[config.mk]
export PLATFORM = sky130hd
export DESIGN_NAME = seq_shift_unit
export DESIGN_NICKNAME = d
export VERILOG_FILES = /design/src/rtl/seq_shift_unit.sv
export SDC_FILE = /design/constraint.sdc
export NUM_CORES = 1
export LEC_CHECK = 0
export CELL_PAD_IN_SITES_DETAIL_PLACEMENT = 0
export CELL_PAD_IN_SITES_GLOBAL_PLACEMENT = 1
export CORE_MARGIN = 2
export CORE_UTILIZATION = 38
export CTS_CLUSTER_SIZE = 14
export DETAILED_ROUTE_END_ITERATION = 16
export PLACE_DENSITY = 0.89
export SETUP_SLACK_MARGIN = 0.2
export SLEW_MARGIN = 20
export SYNTH_ARGS = -nofsm -noshare
export SYNTH_HDL_FRONTEND = slang
export SYNTH_SLANG_ARGS = --single-unit
export TNS_END_PERCENT = 50
[constraint.sdc]
create_clock -name clk -period 3.8 [get_ports clk]
set_input_delay 0.38 -clock clk [delete_from_list [all_inputs] [get_ports clk]]
set_output_delay 0.38 -clock clk [all_outputs]
set_load 0.1 [all_outputs]
[src/rtl/seq_shift_unit.sv]
// seq_shift_unit: multi-cycle shift/rotate unit, one bit position per clock, start/busy/done handshake.
// Optional abort input is enabled by defining SEQ_SHIFT_ABORT_EN.
module seq_shift_unit #(
  parameter int WIDTH   = 8,
  parameter int SHAMT_W = 4
) (
  input  logic               clk,
  input  logic               rst_n,
  input  logic               start,
  input  logic [WIDTH-1:0]   x,
  input  logic [SHAMT_W-1:0] shamt,
  input  logic               dir,
  input  logic               sel1,
  input  logic               sel0,
  input  logic               cin,
`ifdef SEQ_SHIFT_ABORT_EN
  input  logic               abort,
`endif
  output logic [WIDTH-1:0]   f,
  output logic               cout,
  output logic               overflow,
  output logic               busy,
  output logic               done
);

  typedef enum logic [1:0] {
    S_IDLE  = 2'd0,
    S_SHIFT = 2'd1,
    S_DONE  = 2'd2
  } state_t;

  typedef enum logic [1:0] {
    M_LOGICAL = 2'b00,
    M_ROTATE  = 2'b01,
    M_CARRY   = 2'b10,
    M_THROUGH = 2'b11
  } mode_t;

  state_t             r_state;
  state_t             w_next_state;
  logic [WIDTH-1:0]   r_f;
  logic               r_cout;
  logic               r_ovf;
  logic [SHAMT_W-1:0] r_cnt;
  logic               r_dir;
  mode_t              r_mode;

  logic [WIDTH-1:0]   w_step_f;
  logic               w_step_cout;
  logic               w_step_ovf;
  logic               w_abort;
  logic               w_last_step;
  mode_t              w_in_mode;

`ifdef SEQ_SHIFT_ABORT_EN
  assign w_abort = abort;
`else
  assign w_abort = 1'b0;
`endif

  assign w_in_mode = mode_t'({sel1, sel0});

  // A zero shift amount still spends one SHIFT cycle (with no step) so every
  // operation occupies at least one busy cycle ahead of DONE.
  assign w_last_step = (r_cnt == SHAMT_W'(1)) || (r_cnt == '0);

  // FSM state register
  always_ff @(posedge clk or negedge rst_n) begin
    // NOTE: sequential state uses non-blocking assignments so every register
    // samples the pre-edge values of its peers, independent of block ordering.
    if (!rst_n) begin
      r_state <= S_IDLE;
    end else begin
      r_state <= w_next_state;
    end
  end

  // FSM next-state logic
  always_comb begin
    // NOTE: default assignment first so no path through the case leaves the
    // signal unassigned, which would infer a latch.
    w_next_state = r_state;
    unique case (r_state)
      S_IDLE: begin
        if (start) w_next_state = S_SHIFT;
      end
      S_SHIFT: begin
        if (w_abort)          w_next_state = S_IDLE;
        else if (w_last_step) w_next_state = S_DONE;
      end
      S_DONE:  w_next_state = S_IDLE;
      default: w_next_state = S_IDLE;
    endcase
  end

  // FSM outputs
  always_comb begin
    busy = 1'b0;
    done = 1'b0;
    unique case (r_state)
      S_SHIFT: busy = 1'b1;
      S_DONE: begin
        busy = 1'b1;
        done = 1'b1;
      end
      default: ;
    endcase
  end

  // Single-bit step of the working register for the latched direction and mode
  always_comb begin
    w_step_f    = r_f;
    w_step_cout = r_cout;
    w_step_ovf  = r_ovf;
    if (!r_dir) begin
      unique case (r_mode)
        M_LOGICAL: w_step_f = {r_f[WIDTH-2:0], 1'b0};
        M_ROTATE:  w_step_f = {r_f[WIDTH-2:0], r_f[WIDTH-1]};
        M_CARRY: begin
          w_step_f    = {r_f[WIDTH-2:0], 1'b0};
          w_step_cout = r_f[WIDTH-1];
        end
        M_THROUGH: begin
          w_step_f    = {r_f[WIDTH-2:0], r_cout};
          w_step_cout = r_f[WIDTH-1];
          // sign change between the two top bits means a signed overflow
          w_step_ovf  = r_ovf | (r_f[WIDTH-1] ^ r_f[WIDTH-2]);
        end
        default: ;
      endcase
    end else begin
      unique case (r_mode)
        M_LOGICAL: w_step_f = {1'b0, r_f[WIDTH-1:1]};
        M_ROTATE:  w_step_f = {r_f[0], r_f[WIDTH-1:1]};
        M_CARRY: begin
          w_step_f    = {r_f[WIDTH-1], r_f[WIDTH-1:1]};
          w_step_cout = r_f[0];
        end
        M_THROUGH: begin
          w_step_f    = {r_cout, r_f[WIDTH-1:1]};
          w_step_cout = r_f[0];
        end
        default: ;
      endcase
    end
  end

  // Datapath registers: load on accepted start, step during SHIFT, hold otherwise
  always_ff @(posedge clk or negedge rst_n) begin
    if (!rst_n) begin
      r_f    <= '0;
      r_cout <= 1'b0;
      r_ovf  <= 1'b0;
      r_cnt  <= '0;
      r_dir  <= 1'b0;
      r_mode <= M_LOGICAL;
    end else begin
      unique case (r_state)
        S_IDLE: begin
          if (start) begin
            r_f    <= x;
            r_cnt  <= shamt;
            r_dir  <= dir;
            r_mode <= w_in_mode;
            r_cout <= (w_in_mode == M_THROUGH) ? cin : 1'b0;
            r_ovf  <= 1'b0;
          end
        end
        S_SHIFT: begin
          if (!w_abort && (r_cnt != '0)) begin
            r_f    <= w_step_f;
            r_cout <= w_step_cout;
            r_ovf  <= w_step_ovf;
            r_cnt  <= r_cnt - SHAMT_W'(1);
          end
        end
        default: ;
      endcase
    end
  end

  assign f        = r_f;
  assign cout     = r_cout;
  assign overflow = r_ovf;

endmodule

-- Yosys cells after proc, flatten, opt, wreduce, memory -nomap -nowiden
Index checks and enable logic that the tools add are counted.
- reduce and logical (&&, ||, !) cells: 15
- add/sub/neg operators: 1
- bitwise logic cells: 2
- muxes and demuxes: 26
- equal/unequal tests: 14
- operator list (kind ; number):
    $pmux W8 S4 ; 1
    $mux W8 ; 3
    $pmux W8 S3 ; 1
    $pmux W8 S2 ; 1
    $mux W1 ; 12
    $ne A2 B2 Y1 const B ; 6
    $eq A2 B2 Y1 const B ; 4
    $mux W4 ; 2
    $pmux W4 S2 ; 1
    $reduce_and A4 Y1 ; 2
    $reduce_or A2 Y1 ; 3
    $reduce_and A5 Y1 ; 1
    $eq A2 B1 Y1 const B ; 2
    $eq A4 B1 Y1 const B ; 1
    $logic_not A2 Y1 ; 2
    $logic_not A4 Y1 ; 1
    $mux W2 ; 2
    $pmux W1 S2 ; 2
    $pmux W2 S2 ; 1
    $reduce_and A2 Y1 ; 2
    $reduce_bool A4 Y1 ; 1
    $sub A4 B1 Y4 const B ; 1
    $ne A3 B3 Y1 const B ; 1
    $reduce_and A3 Y1 ; 1
    other kinds (4) ; 4
- register bits: 19
- bits of input ports: 19
- output and inout port bits: 12

-- Depth between registers and ports, before layout
Gate-level depths: netlist of the first run.
- word-level depth: 6
- gate-level depth with buffers: 8
- depth with buffers taken out: 6

-- Least setup slack after synthesis of the first run
No wires, ideal clock.
- kind: register to register
- start: reg r_f[7] (netlist: f[7])
- end: reg r_cout (netlist: cout)
- data required time: 3.672 ns
- library setup time: 0.128 ns
- path slack: 2.088 ns
- stages on the path, launching flop included: 5
- arrival time: 1.584 ns
- clock period less this slack: 1.712 ns
- path through: dfrtp_1 mux2_2 nand2_1 o21ai_0 mux2_1
- word-level cells in the longest chain between the ends: 4
- ends and longest elaborated chain (what ; RTL line ; RTL):
    start, declared ; 41 ; logic [WIDTH-1:0] r_f;
    start signal, assigned ; 171 ; r_f <= w_step_f;
    $mux W1 ; 116 ; unique case (r_mode)
    $mux W1 ; 115 ; if (!r_dir) begin
    $mux W1 ; 170 ; if (!w_abort && (r_cnt != '0)) begin
    $pmux W1 S2 ; 158 ; unique case (r_state)
    end signal, assigned ; 165 ; r_cout <= (w_in_mode == M_THROUGH) ? cin : 1'b0;
    end signal, assigned ; 172 ; r_cout <= w_step_cout;
    end, declared ; 42 ; logic r_cout;
No other way between the ends. The select of a mux whose other input is x is not followed.
A chain may end at the register's enable or synchronous reset.

-- Worst setup path in the final report of the first run
- start: reg r_state[0]
- end: out busy
- word-level cells in the longest chain between the ends: 3
- ends and longest elaborated chain (what ; RTL line ; RTL):
    start, declared ; 39 ; state_t r_state;
    start signal, assigned ; 74 ; r_state <= w_next_state;
    $eq A2 B2 Y1 / $eq A2 B1 Y1 (equally long branches) ; 100 ; unique case (r_state)
    $reduce_or A2 Y1 (no line) (*) ; n/a ;
    $mux W1 (*) ; 100 ;
    end, declared ; 22 ; output logic busy,
Every way passes the cells marked *; elsewhere a longest branch is shown, timed or not.

==> results.ini, run 1 <==
[critical_path]
crit_path_end_kind=primary output
critPathMaxFanout=4
cp_num_buf_inv=2
slowest_stage=clkdlybuf4s50_1
cp.arrival_ns=2.21
crit_required_ns=3.42
crit_family=buffers and inverters
crit_chain=inv_1, ha_1, clkdlybuf4s50_1
crit_type=reg2out
critPathMaxStageDelay_ns=1.13
cp-start-kind=register

[floorplanning]
die_width_um=59.3
dieArea_mm2=0.00352
core_mm2=0.00298
initial_core_util_pct=39.1
rows=20
design.portCount=31
die_h_um=59.3

[final_layout]
final_common_cell=clkdlybuf4s50_1
final_cell_mix=30 x clkdlybuf4s50_1, 19 x dfrtp_1, 11 x o21ai_0, 11 x a21oi_1, 11 x nand2_1
nNetsFinal=178
antenna_cells=0
finalCoreUtilization_pct=50.5
area.growth.synth_to_final_pct=29.2
drive_gt1_share_pct=5.92

[routing]
drt_iter0_markers=31
vias=1025
via_per_inst=5.54
detail-route-antenna-nets=0
drt_first_pass_iters=5
routed_wl_um=2660
wl_per_cell_um=14.4
drc=0

[grt]
grt_pass1_wl_um=4550
grt-ovfl-total=0
grt_max_degree=27
grt_use_total_pct=16.9
first_global_vias=1004
antenna_found_initial=0

[clock_network]
cts_tree=done
cts_buffer_depth=2
clk_latency_ns=0.30
htreeDepth=1
clock_sinks=19
post-cts-setup-buffer-count=0
path_clk_slew_ns=0.12
ctsResizeCount=0
cts_buffers=3
clockRootBuffer=clkbuf_4
hold_buffers=0

[synth]
synthFlopType=dfrtp_1
syn-num-nets=149
yosys_warnings=0
synthCells=124
synth_seq_cells=19
avgSynthCellArea_um2=9.38
synth_edf_count=0
synth-async-reset-ratio_pct=100
synth_area_mm2=0.00116
yosysSeqAreaShare_pct=40.9
synth_cell_types=34

[sta]
fin_skew_ns=0.00836
fmax_mhz=386
worst_slew_margin_rel_pct=34.2
finalCritPeriodShare_pct=68.2
hold_viol_final=0
slew_violations=0
worst_pin_slew_ns=0.984
fin_crit_ns=2.59
setup_tns_ns=0
grt_setup_unrepaired=false
setup_violations=0

[flow_run]
drv_cap=0

[placement]
place_congestion=0.749
dpl.hpwl_um=1950
portBuffers=30

[hold_path]
hp-class=reg2reg

[status]
status=finished clean

[layer usage]
layer	track usage [%]	share of wire [%]	vias to the layer above	routed length, um
li1	-	-	493	-
met1	22.4	46	499	1210
met2	27.6	48	31	1280
met3	3.71	6.0	2	159
met4	4.87	0.30	0	8
met5	0	0	-	0
[cell type report]
class	instances	area [um^2]
Timing Repair Buffer	30	300
Sequential cell	19	475
Multi-Input combinational cell	89	623
Inverter	10	37.5
Clock buffer	4	26.3
Tap cell	33	41.3
Fill cell	301	1470
[sequential cells by signal, indices dropped and copies added (netlist names)]
name,cells
r_state,2
f,8
cout,1
r_cnt,4
r_dir,1
r_mode,2
overflow,1
[cell usage after synthesis, types with 3 or more instances]
library cell | count | area (um^2)
dfrtp_1 | 19 | 475
a21oi_1 | 11 | 55.1
nand2_1 | 11 | 41.3
o21ai_0 | 11 | 55.1
inv_1 | 9 | 33.8
nor2_1 | 9 | 33.8
mux2i_1 | 8 | 80.1
ha_1 | 6 | 75.1
buf_2 | 4 | 20.0
mux2_2 | 4 | 45.0
nand3_1 | 3 | 15.0
nor3_1 | 3 | 15.0
[logic make-up after synthesis]
logic type | synth area share (%)
and+or+nand+nor | 13.7
AOI/OAI and AO/OA | 19.2
DFF | 40.9
buffers and inverters | 5.59
muxes | 12.7
adders and majority gates | 6.45
xor gates and xnor gates | 1.51
[worst paths after layout]
path	slack [ns]	to	startpoint	cells past startpoint
max	1.21	busy	r_state[0]$_DFFE_PN0P_	3
min	0.53	overflow$_DFFE_PN0P_	overflow$_DFFE_PN0P_	1
max reg2reg	1.52	r_cnt[2]$_DFFE_PN0P_	r_state[1]$_DFFE_PN0P_	6
min reg2reg	0.53	overflow$_DFFE_PN0P_	overflow$_DFFE_PN0P_	1
max in group asynchronous	2.73	f[4]$_DFFE_PN0P_	rst_n	1
min in group asynchronous	0.54	r_state[0]$_DFFE_PN0P_	rst_n	1
[per-stage QoR]
step                area, um^2  cells  hold slack (ns)  worst slack [ns]
global placement          1480    181            0.502              1.59
global route              1500    185            0.549              1.14
floorplan                 1160    124           0.0844              2.09
detailed placement        1480    181            0.508              1.54
finish                    1500    185            0.531              1.21
CTS                       1500    185            0.536              1.20
[worst register-to-register path: cells and delay by family (launching register included)]
kind / cells / cell delay (ns)
buffers and inverters: 1 / 0.13
adders and majority gates: 1 / 0.39
AOI/OAI and AO/OA: 2 / 0.96
DFF: 1 / 0.40
and+or+nand+nor: 2 / 0.29
Power of run 1 is left out: the tool's default activity adds up to more than one toggle a clock period on the data nets, which glitch-free logic cannot reach.
==> run 2, diff against run 1 <==
Settings changed: CORE_UTILIZATION 38 to 32, PLACE_DENSITY 0.89 to 0.81.
Clock period 3.8 ns to 2.3 ns, I/O delays scaled along.
==> run 2 against run 1 <==
Non-clock buffer count up 3. Register-to-register slack worse by 1.2 ns. Clock skew shrank 0.0043 ns. Cell count increased by 8.6%. Die area up 17%. Clock-buffer cell count decreased by 1. Sequential share of layout area down 0.26 points. Sequential cell count unchanged. Utilization is 6.1 points lower. Via count down 2.0%. Hold slack lost 0.28 ns. Critical path type is now reg2reg. Highest routed layer unchanged.
==> results.ini, run 2 (synthesis results as in run 1) <==
[status]
status=finished clean  ; unchanged

[final_layout]
fin_area_mm2=0.00152  ; was 0.00150 mm^2
largest_reg_flops=8  ; unchanged
final_common_cell=dfrtp_1  ; was clkdlybuf4s50_1
final_cell_mix=19 x dfrtp_1, 18 x clkdlybuf4s50_1, 15 x buf_4  ; was 30 x clkdlybuf4s50_1, 19 x dfrtp_1, 11 x o21ai_0, 11 x a21oi_1, 11 x nand2_1
drive_gt1_share_pct=16.8  ; was 5.92%
nNetsFinal=181  ; was 178
antenna_cells=0  ; unchanged
area.growth.synth_to_final_pct=30.3  ; was 29.2%

[grt]
grt_most_used_layer=met2  ; unchanged
use_met3_pct=2.99  ; was 3.71%
grt_max_degree=20  ; was 27
first_global_vias=920  ; was 1004
grtUsageMet2_pct=21.4  ; was 27.6%
grt_pass1_wl_um=4200  ; was 4550 um
grt-ovfl-total=0  ; unchanged
antenna_found_initial=0  ; unchanged
grtUsageMet1_pct=16.6  ; was 22.4%
grt_use_total_pct=13.0  ; was 16.9%

[clock_network]
clock_sinks=19  ; unchanged
clk_latency_ns=0.30  ; about the same
cts_buffers=3  ; unchanged
post-cts-setup-buffer-count=0  ; unchanged
path_clk_slew_ns=0.11  ; was 0.12 ns
htreeDepth=1  ; unchanged
cts_buffer_depth=2  ; unchanged
cts_tree=done  ; unchanged
clockRootBuffer=clkbuf_4  ; unchanged
hold_buffers=0  ; unchanged
ctsResizeCount=0  ; unchanged

[sta]
grt_setup_unrepaired=false  ; unchanged
setup_tns_ns=0  ; unchanged
hold_viol_final=0  ; unchanged
slew_violations=0  ; unchanged
finalCritPeriodShare_pct=86.4
worst_slew_margin_rel_pct=68.4  ; was 34.2%
worst_pin_slew_ns=0.474  ; was 0.984 ns
fmax_mhz=503
setup_violations=0  ; unchanged
fin_skew_ns=0.00403  ; was 0.00836 ns
fin_crit_ns=1.99

[routing]
wl_per_cell_um=12.9  ; was 14.4 um
detail-route-antenna-nets=0  ; unchanged
drt_first_pass_iters=4  ; was 5
drt_iter0_markers=35  ; was 31
routed_wl_um=2600  ; was 2660 um
drc=0  ; unchanged
vias=1004  ; was 1025
via_per_inst=5.00  ; was 5.54

[floorplanning]
core_mm2=0.00342  ; was 0.00298 mm^2
die_h_um=64.3  ; was 59.3 um
dieArea_mm2=0.00413  ; was 0.00352 mm^2
die_width_um=64.3  ; was 59.3 um
initial_core_util_pct=34.1  ; was 39.1%
rows=21  ; was 20
design.portCount=31  ; unchanged

[placement]
dpl-instance-area_mm2=0.00149  ; was 0.00148 mm^2
place_congestion=0.732  ; was 0.749
portBuffers=30  ; unchanged
dpl.hpwl_um=2000  ; was 1950 um

[flow_run]
drv_cap=0  ; unchanged

[critical_path]
crit_required_ns=2.48  ; was 3.42 ns
critPathMaxFanout=13  ; was 4
crit_path_end_kind=register  ; was primary output
crit_type=reg2reg  ; was reg2out
cp-start-kind=register  ; unchanged
cp.arrival_ns=2.17  ; was 2.21 ns

[hold_path]
hp-class=in2async  ; was reg2reg

[run 2: final cells by class]
class                   count  area [um^2]
well taps                  46         57.6
clock buffers               3         22.5
repair buffers             33          293
multi-input cells          89          626
fillers                   348         1900
inverters                  10         37.5
flip-flops and latches     19          475
clock inverters             1         5.00
[run 2: path summary, 6_finish.rpt]
path,start,end,slack (ns),cells past startpoint
max,r_state[0]$_DFFE_PN0P_,f[7]$_DFFE_PN0P_,0.31,6
min,rst_n,f[2]$_DFFE_PN0P_,0.25,2
max reg2reg,r_state[0]$_DFFE_PN0P_,f[7]$_DFFE_PN0P_,0.31,6
min reg2reg,overflow$_DFFE_PN0P_,overflow$_DFFE_PN0P_,0.55,1
max in group asynchronous,rst_n,r_state[1]$_DFFE_PN0P_,1.85,2
min in group clk,dir,r_dir$_DFFE_PN0P_,0.55,2
[run 2: worst max-delay path: stages, from the launching register on]
cell and delay, ns:
dfrtp_1 0.42, inv_1 0.08, ha_1 0.30, nand2b_1 0.22, o221ai_4 0.23, a41oi_1 0.26, mux2_1 0.36
[run 2: layer usage]
metal	routed length (um)	part of all wire [%]	vias to the layer above
met5	0	0	-
met3	167	6.4	2
li1	-	-	503
met1	1150	44	470
met2	1260	49	29
met4	21	0.81	0
[run 2: through the flow]
stage / cells / worst slack (ns) / hold WS [ns] / utilization (%)
floorplan: 124 / 0.588 / -0.0656 / -
global placement: 197 / 0.399 / 0.521 / 43.5
detailed placement: 197 / 0.320 / 0.519 / 43.5
CTS: 201 / 0.294 / 0.249 / 44.3
global route: 201 / 0.217 / 0.263 / 44.4
finish: 201 / 0.314 / 0.246 / 44.4
Power of run 2 is left out for the same reason.
